[config.mk]
export PLATFORM = sky130hd
export DESIGN_NAME = display_driver_rgb_pipe
export DESIGN_NICKNAME = d
export VERILOG_FILES = /design/src/rtl/display_driver_rgb_pipe.sv
export SDC_FILE = /design/constraint.sdc
export NUM_CORES = 1
export LEC_CHECK = 0
export ABC_AREA = 0
export CORE_AREA = 2 2 39 41
export CTS_BUF_LIST = sky130_fd_sc_hd__clkbuf_16
export DETAILED_ROUTE_END_ITERATION = 10
export DIE_AREA = 0 0 41 43
export PLACE_DENSITY = 0.79
export SETUP_SLACK_MARGIN = 0.2
export SLEW_MARGIN = 25
export SYNTH_ARGS = -nofsm -noshare
export SYNTH_HDL_FRONTEND = slang
export SYNTH_SLANG_ARGS = --single-unit
[constraint.sdc]
create_clock -name clk -period 2.3 [get_ports clk]
set_clock_uncertainty 0.05 [all_clocks]
set_input_delay 0.46 -clock clk [delete_from_list [all_inputs] [get_ports clk]]
set_output_delay 0.46 -clock clk [all_outputs]
set_load 0.1 [all_outputs]
[src/rtl/display_driver_rgb_pipe.sv]
// Bit-plane extraction and delay pipeline for the LED panel RGB data pins.
// Selects one bit-plane of every colour channel and delays it pipe_length enabled edges.
module display_driver_rgb_pipe #(
    parameter int pipe_length = 2,
    parameter int segments    = 1,
    parameter int bitwidth    = 8,
    localparam int sel_w      = (bitwidth > 1) ? $clog2(bitwidth) : 1,
    localparam int chans      = 3 * segments
) (
    input  logic                         clk,
    input  logic                         rst,
    input  logic                         go,
    input  logic [sel_w-1:0]             select,
    input  logic [chans*bitwidth-1:0]    pixel,
    output logic [chans-1:0]             rgb
);

    logic [chans-1:0] in_bits;
    logic [chans-1:0] stage [pipe_length];

    always_comb begin
        in_bits = '0;
        for (int k = 0; k < chans; k++) begin
            logic [bitwidth-1:0] ch;
            ch = pixel[k*bitwidth +: bitwidth];
            in_bits[k] = ch[select];
        end
    end

    // select is used only here, so it is effectively sampled together with pixel
    always_ff @(posedge clk or negedge rst) begin
        if (!rst) begin
            for (int i = 0; i < pipe_length; i++) begin
                stage[i] <= '0;
            end
        end else if (go) begin
            stage[0] <= in_bits;
            for (int i = 1; i < pipe_length; i++) begin
                stage[i] <= stage[i-1];
            end
        end
    end

    assign rgb = stage[pipe_length-1];

endmodule

==> impl_results.md, run 1 <==
- Data arrival, critical path: 1.83 ns
- Antenna cells: 0
- Min Tclk post-route: 1.731 ns
- I/O Pins: 33
- Share of cells above drive strength 1: 0.1970
- Static Leakage: 0.3745 nW
- CTS tree: done
- Critical Path RT: 2.40 ns
- Slew HR: 0.7913
- Pin count of the biggest net entering global routing: 13
- Area share of the largest cell type after synthesis: 0.3333
- Worst-Margin Slew: 0.3121 ns
- Cells after DPL: 79
- Die area: 1763 sq um
- EDFF count, synth: 0
- Synthesized area: 450.4 sq um
- GRT Total Usage: 0.1285
- Post-CTS Resized: 0
- Routed len/inst: 11.00 microns
- First-pass GRT wire length: 1421 microns
- Via/cell ratio: 4.671
- Worst Setup Start Kind: primary input
- Worst skew pair latency: 0.23 ns
- Synth top cells by count: mux2i_1, dfrtp_1
- Root Buffer: clkbuf_16
- Fin nets: 98
- CTS buffer count: 3
- I/O Buffers: 32
- Critical path peak fanout: 12
- Antenna Nets Post-Route: 0
- Cell Area, Placed: 753.2 sq um
- Sequential share of the synthesized area: 0.3333
- Max VDD drop: 0.3762 mV
- Hold Crit Class: in -> async
- Most area-consuming cells after synthesis: dfrtp_1, mux2i_1, mux4_2
- Starting Density: 0.3255
- Power per cell area: 758.4 nW/um^2
- Yosys reg bits: 6
- Critical path class: in -> reg
- Main synth FF type: dfrtp_1
- Initial antenna violation count: 0
- Drt drc: 0
- Final hold vios: 0
- Fin. max-slew vios: 0
- Vias: 383
- PnR worst setup slack: 0.5685 ns
- Cell row count: 14
- Cts hold-fix bufs: 0
- H-Tree Depth: 1
- Die H: 43 microns
- Status: complete, no violations
- Setup violators final: 0
- Setup_tns: 0 ns
- Yosys warning count: 0
- Final Cell Area: 828.3 sq um
- Clock-pin slew on the worst setup and hold paths: 0.03 ns
- Die width: 41 microns
- Max-cap viol count: 0
- Max Clk Rate: 577.5 MHz
- First-pass DRT Iterations: 4
- Period utilization: 0.7528
- GP Congestion: 0.5590
- Grt total ovfl: 0
- Routed WL: 902 microns
- Final cell count without fillers: 82
- Core box area: 1384 sq um
- # Post-CTS Setup Buffers: 0
- Synth-to-Final Area Change: 83.89%
- Net count after synthesis: 65
- Dpl ws: 0.3205 ns
- Post-synth ARST share: 1.000
- Crit. End Element: register
- Clk buf depth: 2
- Cell taking the most area after synthesis: dfrtp_1
- Post-synthesis area per instance: 12.87 sq um
- Vias in the first global route: 371
- Total clock sinks: 6
- Synth Instances: 35
- Unrepaired setup endpoints after global routing: false
- Netlist cell types: 8
- Most instantiated library cell after synthesis: mux2i_1
- Hold slack: 0.4234 ns
- Iteration-0 DRC count of the detailed router: 1
[sequential cells by signal (all words and copies together), names as in the netlist]
name,count
rgb,3
stage,3
[stage by stage]
stage           power, W    util
3_3_place_gp   0.0003515  0.5443
6_report       0.0006282  0.5986
5_1_grt        0.0006535  0.5986
2_1_floorplan  0.0002933       -
4_1_cts        0.0006353  0.5986
3_5_place_dp   0.0003566  0.5443
[final timing paths]
| kind | startpoint | endpoint | slack (ns) | depth (start not counted) |
|---|---|---|---|---|
| min in group clk | stage[3]$_DFFE_PN0P_ | rgb[0]$_DFFE_PN0P_ | 0.45 | 1 |
| worst min register to register | stage[3]$_DFFE_PN0P_ | rgb[0]$_DFFE_PN0P_ | 0.45 | 1 |
| max in group asynchronous | rst | rgb[2]$_DFFE_PN0P_ | 1.56 | 1 |
| worst max register to register | stage[4]$_DFFE_PN0P_ | rgb[1]$_DFFE_PN0P_ | 1.49 | 1 |
| worst max-delay path | select[0] | stage[3]$_DFFE_PN0P_ | 0.57 | 5 |
| worst min-delay path | rst | rgb[0]$_DFFE_PN0P_ | 0.42 | 1 |
[report_power, final]
group          internal [W]  total, W  switching [W]
combinational     0.0000929  0.000216       0.000123
clock              0.000223  0.000275      0.0000528
sequential         0.000127  0.000137      0.0000100
total              0.000443  0.000628       0.000185
[routing by layer]
| metal | global-route usage | share of wire |
|---|---|---|
| met1 | 0.1683 | 0.44 |
| met5 | 0 | 0 |
| met3 | 0.02094 | 0.12 |
| met2 | 0.1594 | 0.40 |
| met4 | 0.1400 | 0.038 |
[placed cells by master, fill, tap and decap left out]
cell             netlist  final
inv_1                  3      3
mux2_2                 3      3
buf_4                  3      4
mux2i_1               15     15
clkbuf_16              0      3
mux4_2                 3      3
dfrtp_1                6      6
clkdlybuf4s50_1        0     29
[cell type report]
| class | instances | area (sq um) |
|---|---|---|
| sequential | 6 | 150.1 |
| multi-input combinational | 21 | 251.5 |
| timing repair buffer | 33 | 320.3 |
| tap | 16 | 20.02 |
| inverter | 3 | 11.26 |
| clock buffer | 3 | 75.07 |
| fill | 116 | 555.5 |
[worst max-delay path, stage by stage]
cell,delay [ns]
clkdlybuf4s50_1,0.45
buf_4,0.22
mux2i_1,0.12
mux4_2,0.45
mux2i_1,0.13
[cell families (layout without fill, tap and decap cells)]
kind of cell  Yosys count  count (layout)  share of synthesized area
buf+inv                 8              39                     0.1083
mux                    21              21                     0.5583
flops                   6               6                     0.3333
No activity file was read; power rests on OpenSTA's default activity.
==> run 2: changes to the inputs <==
- CORE_AREA: 2 2 39 41 -> default
- CORE_MARGIN: default -> 2
- CORE_UTILIZATION: default -> 32
- DIE_AREA: 0 0 41 43 -> default
- PLACE_DENSITY: 0.79 -> 0.76
- clock period: 2.3 -> 1.8 ns (I/O delays scaled with it)
==> run 2 against run 1 <==
Net effect:
- flip-flop and latch count stayed put
- die area decreased by 2.2%
- setup slack got worse by 0.27 ns
- cell area grew 12%
- critical path type unchanged
- register-to-register slack got worse by 0.53 ns
- worst hold slack lost 0.10 ns
- count of clock-buffer cells in the layout did not move
- largest cell class unchanged
- critical path depth stayed put
- routed wire length increased by 19%
- combinational power up 54%
==> impl_results.md, run 2 (synthesized netlist as in run 1, its figures left out) <==
- Max-cap viol count: 0 (unchanged)
- Crit. End Element: register
- Final hold vios: 0 (unchanged)
- Pin count of the biggest net entering global routing: 7 (-6)
- Die width: 41.52 microns (+1.3%)
- Critical path peak fanout: 6 (-6)
- Drt drc: 0 (unchanged)
- Min Tclk post-route: 1.497 ns
- Setup violators final: 0 (unchanged)
- Crit Reg-Reg Endpoint: rgb[2]$_DFFE_PN0P_
- Final Cell Area: 924.6 sq um (+12%)
- Total clock sinks: 6 (unchanged)
- Final cell count without fillers: 84 (+2.4%)
- Core box area: 1301 sq um (-6.0%)
- Share of power burned in registers: 0.210 (-0.009)
- CP max-delay cell: mux4_2
- Cts hold-fix bufs: 0 (unchanged)
- Period utilization: 0.8315
- GP Congestion: 0.5950 (+6.4%)
- Delay-heaviest family, CP: multiplexers
- Clock-pin slew on the worst setup and hold paths: 0.03 ns (about the same)
- Reg2reg setup slack: 0.96 ns (-0.53 ns)
- Routed WL: 1073 microns (+19%)
- CTS buffer count: 3 (unchanged)
- Pint: 0.0006182 W (+40%)
- Routed len/inst: 12.77 microns (+16%)
- Static Leakage: 0.4227 nW (+13%)
- GRT Total Usage: 0.1482 (+0.01964)
- Comb pwr share: 0.381 (+0.038)
- Antenna cells: 0 (unchanged)
- Antenna Nets Post-Route: 0 (unchanged)
- Grt total ovfl: 0 (unchanged)
- Commonest non-fill, non-tap cell in the layout: clkdlybuf4s50_1
- Fin nets: 101 (+3.1%)
- Slew HR: 0.8213 (+0.02999)
- Status: complete, no violations
- Vias: 419 (+9.4%)
- Root Buffer: clkbuf_16
- Cell breakdown of the critical path: clkdlybuf4s15_1 -> bufbuf_16 -> mux2i_1 -> mux4_2 -> mux2i_1
- I/O Buffers: 32 (unchanged)
- Max VDD drop: 0.5052 mV (+34%)
- Worst-Margin Slew: 0.2673 ns (-0.04484 ns)
- Cell Area, Placed: 817.0 sq um (+8.5%)
- Worst path most repeated cell: mux2i_1
- Buf/Inv on CP: 2 (unchanged)
- Most frequent cells in the layout: clkdlybuf4s50_1, mux2i_1, dfrtp_1
- Vias in the first global route: 440 (+19%)
- Worst skew pair latency: 0.23 ns (about the same)
- Power per cell area: 942.1 nW/um^2 (+24%)
- Reg2reg path depth: 1 (unchanged)
- First-pass DRT Iterations: 4 (unchanged)
- Max Clk Rate: 668.2 MHz
- Worst Setup Start Kind: primary input
- Slowest Stage Delay on Critical Path: 0.46 ns (about the same)
- H-Tree Depth: 1 (unchanged)
- FF-to-FF Start: rgb[2]$_DFFE_PN0P_
- Switching power: 0.0002530 W (+36%)
- I/O Pins: 33 (unchanged)
- Finished Core Util: 0.7106 (+0.1120)
- Synth-to-Final Area Change: 105.3%
- Initial antenna violation count: 0 (unchanged)
- Clk buf depth: 2 (unchanged)
- First-pass GRT wire length: 1814 microns (+28%)
- Critical Path RT: 1.90 ns (-0.50 ns)
- Via/cell ratio: 4.988 (+6.8%)
- CTS tree: done
- Hold slack: 0.3232 ns (-0.1002 ns)
- Starting Density: 0.3462 (+0.02066)
- Fin. max-slew vios: 0 (unchanged)
- Data arrival, critical path: 1.60 ns (-0.23 ns)
- Hold Crit Class: in -> async
- Die H: 41.52 microns (-3.5%)
- Die area: 1724 sq um (-2.2%)
- Cells after DPL: 80 (+1.3%)
- Critical path class: in -> reg
- Cell row count: 13 (-1)
- Clock share of power: 0.409 (-0.029)
- Iteration-0 DRC count of the detailed router: 1 (unchanged)
- Sw frac: 0.2904 (-0.004815)
- Share of cells above drive strength 1: 0.2319 (+0.03491)
- Unrepaired setup endpoints after global routing: false
-- run 2: changes by cell type in the layout (fill, tap and decap cells not counted) --
cell	previous run	this run
buf_12	0	4
clkdlybuf4s50_1	29	28
clkdlybuf4s15_1	0	1
buf_4	4	2
bufbuf_16	0	1
-- run 2: how the worst max path moves through the flow --
stage                     slack (ns)              endpoint  depth (start not counted)       from
after floorplan                 0.50  stage[3]$_DFFE_PN0P_                          4  select[0]
after global placement         -0.01  stage[5]$_DFFE_PN0P_                          5  select[0]
after detailed placement       -0.06  stage[4]$_DFFE_PN0P_                          5  select[0]
after CTS                       0.27  stage[3]$_DFFE_PN0P_                          5  select[0]
after global routing            0.20  stage[3]$_DFFE_PN0P_                          5  select[0]
final                           0.30  stage[3]$_DFFE_PN0P_                          5  select[0]
-- run 2: power by group through the flow --
stage          clock network [W]  logic, W  registers, W
4_1_cts                 0.000362  0.000335      0.000183
2_1_floorplan                  0  0.000201      0.000173
6_report                0.000356  0.000332      0.000183
3_3_place_gp                   0  0.000319      0.000184
3_5_place_dp                   0  0.000325      0.000185
5_1_grt                 0.000371  0.000348      0.000186
-- run 2: stage by stage --
step	setup slack, ns	total power [W]	setup TNS, ns
6_report	0.3034	0.0008711	0
5_1_grt	0.2022	0.0009060	0
4_1_cts	0.2719	0.0008802	0
3_5_place_dp	-0.06393	0.0005104	-0.1311
3_3_place_gp	-0.01471	0.0005028	-0.02204
2_1_floorplan	0.5033	0.0003748	0
-- run 2: per-layer routing --
layer  global-route usage  vias to the layer above  part of all wire
met4               0.1742                        0             0.049
met2               0.2313                       38              0.44
met3              0.05217                        6              0.13
li1                     -                      194                 -
met5                    0                        -                 0
met1               0.1370                      181              0.38
-- run 2: timing repair --
action	in CTS	in global routing
setup buffers	0	0
setup endpoints to repair	2	1
cloned	1	0
hold endpoints to repair	0	0
resized for setup	1	1
-- run 2: cell type report --
class | instances | area, sq um
multi-input combinational | 21 | 251.5
timing repair buffer | 36 | 417.9
clock buffer | 3 | 75.07
sequential | 6 | 150.1
fill | 98 | 376.6
tap | 15 | 18.77
inverter | 3 | 11.26
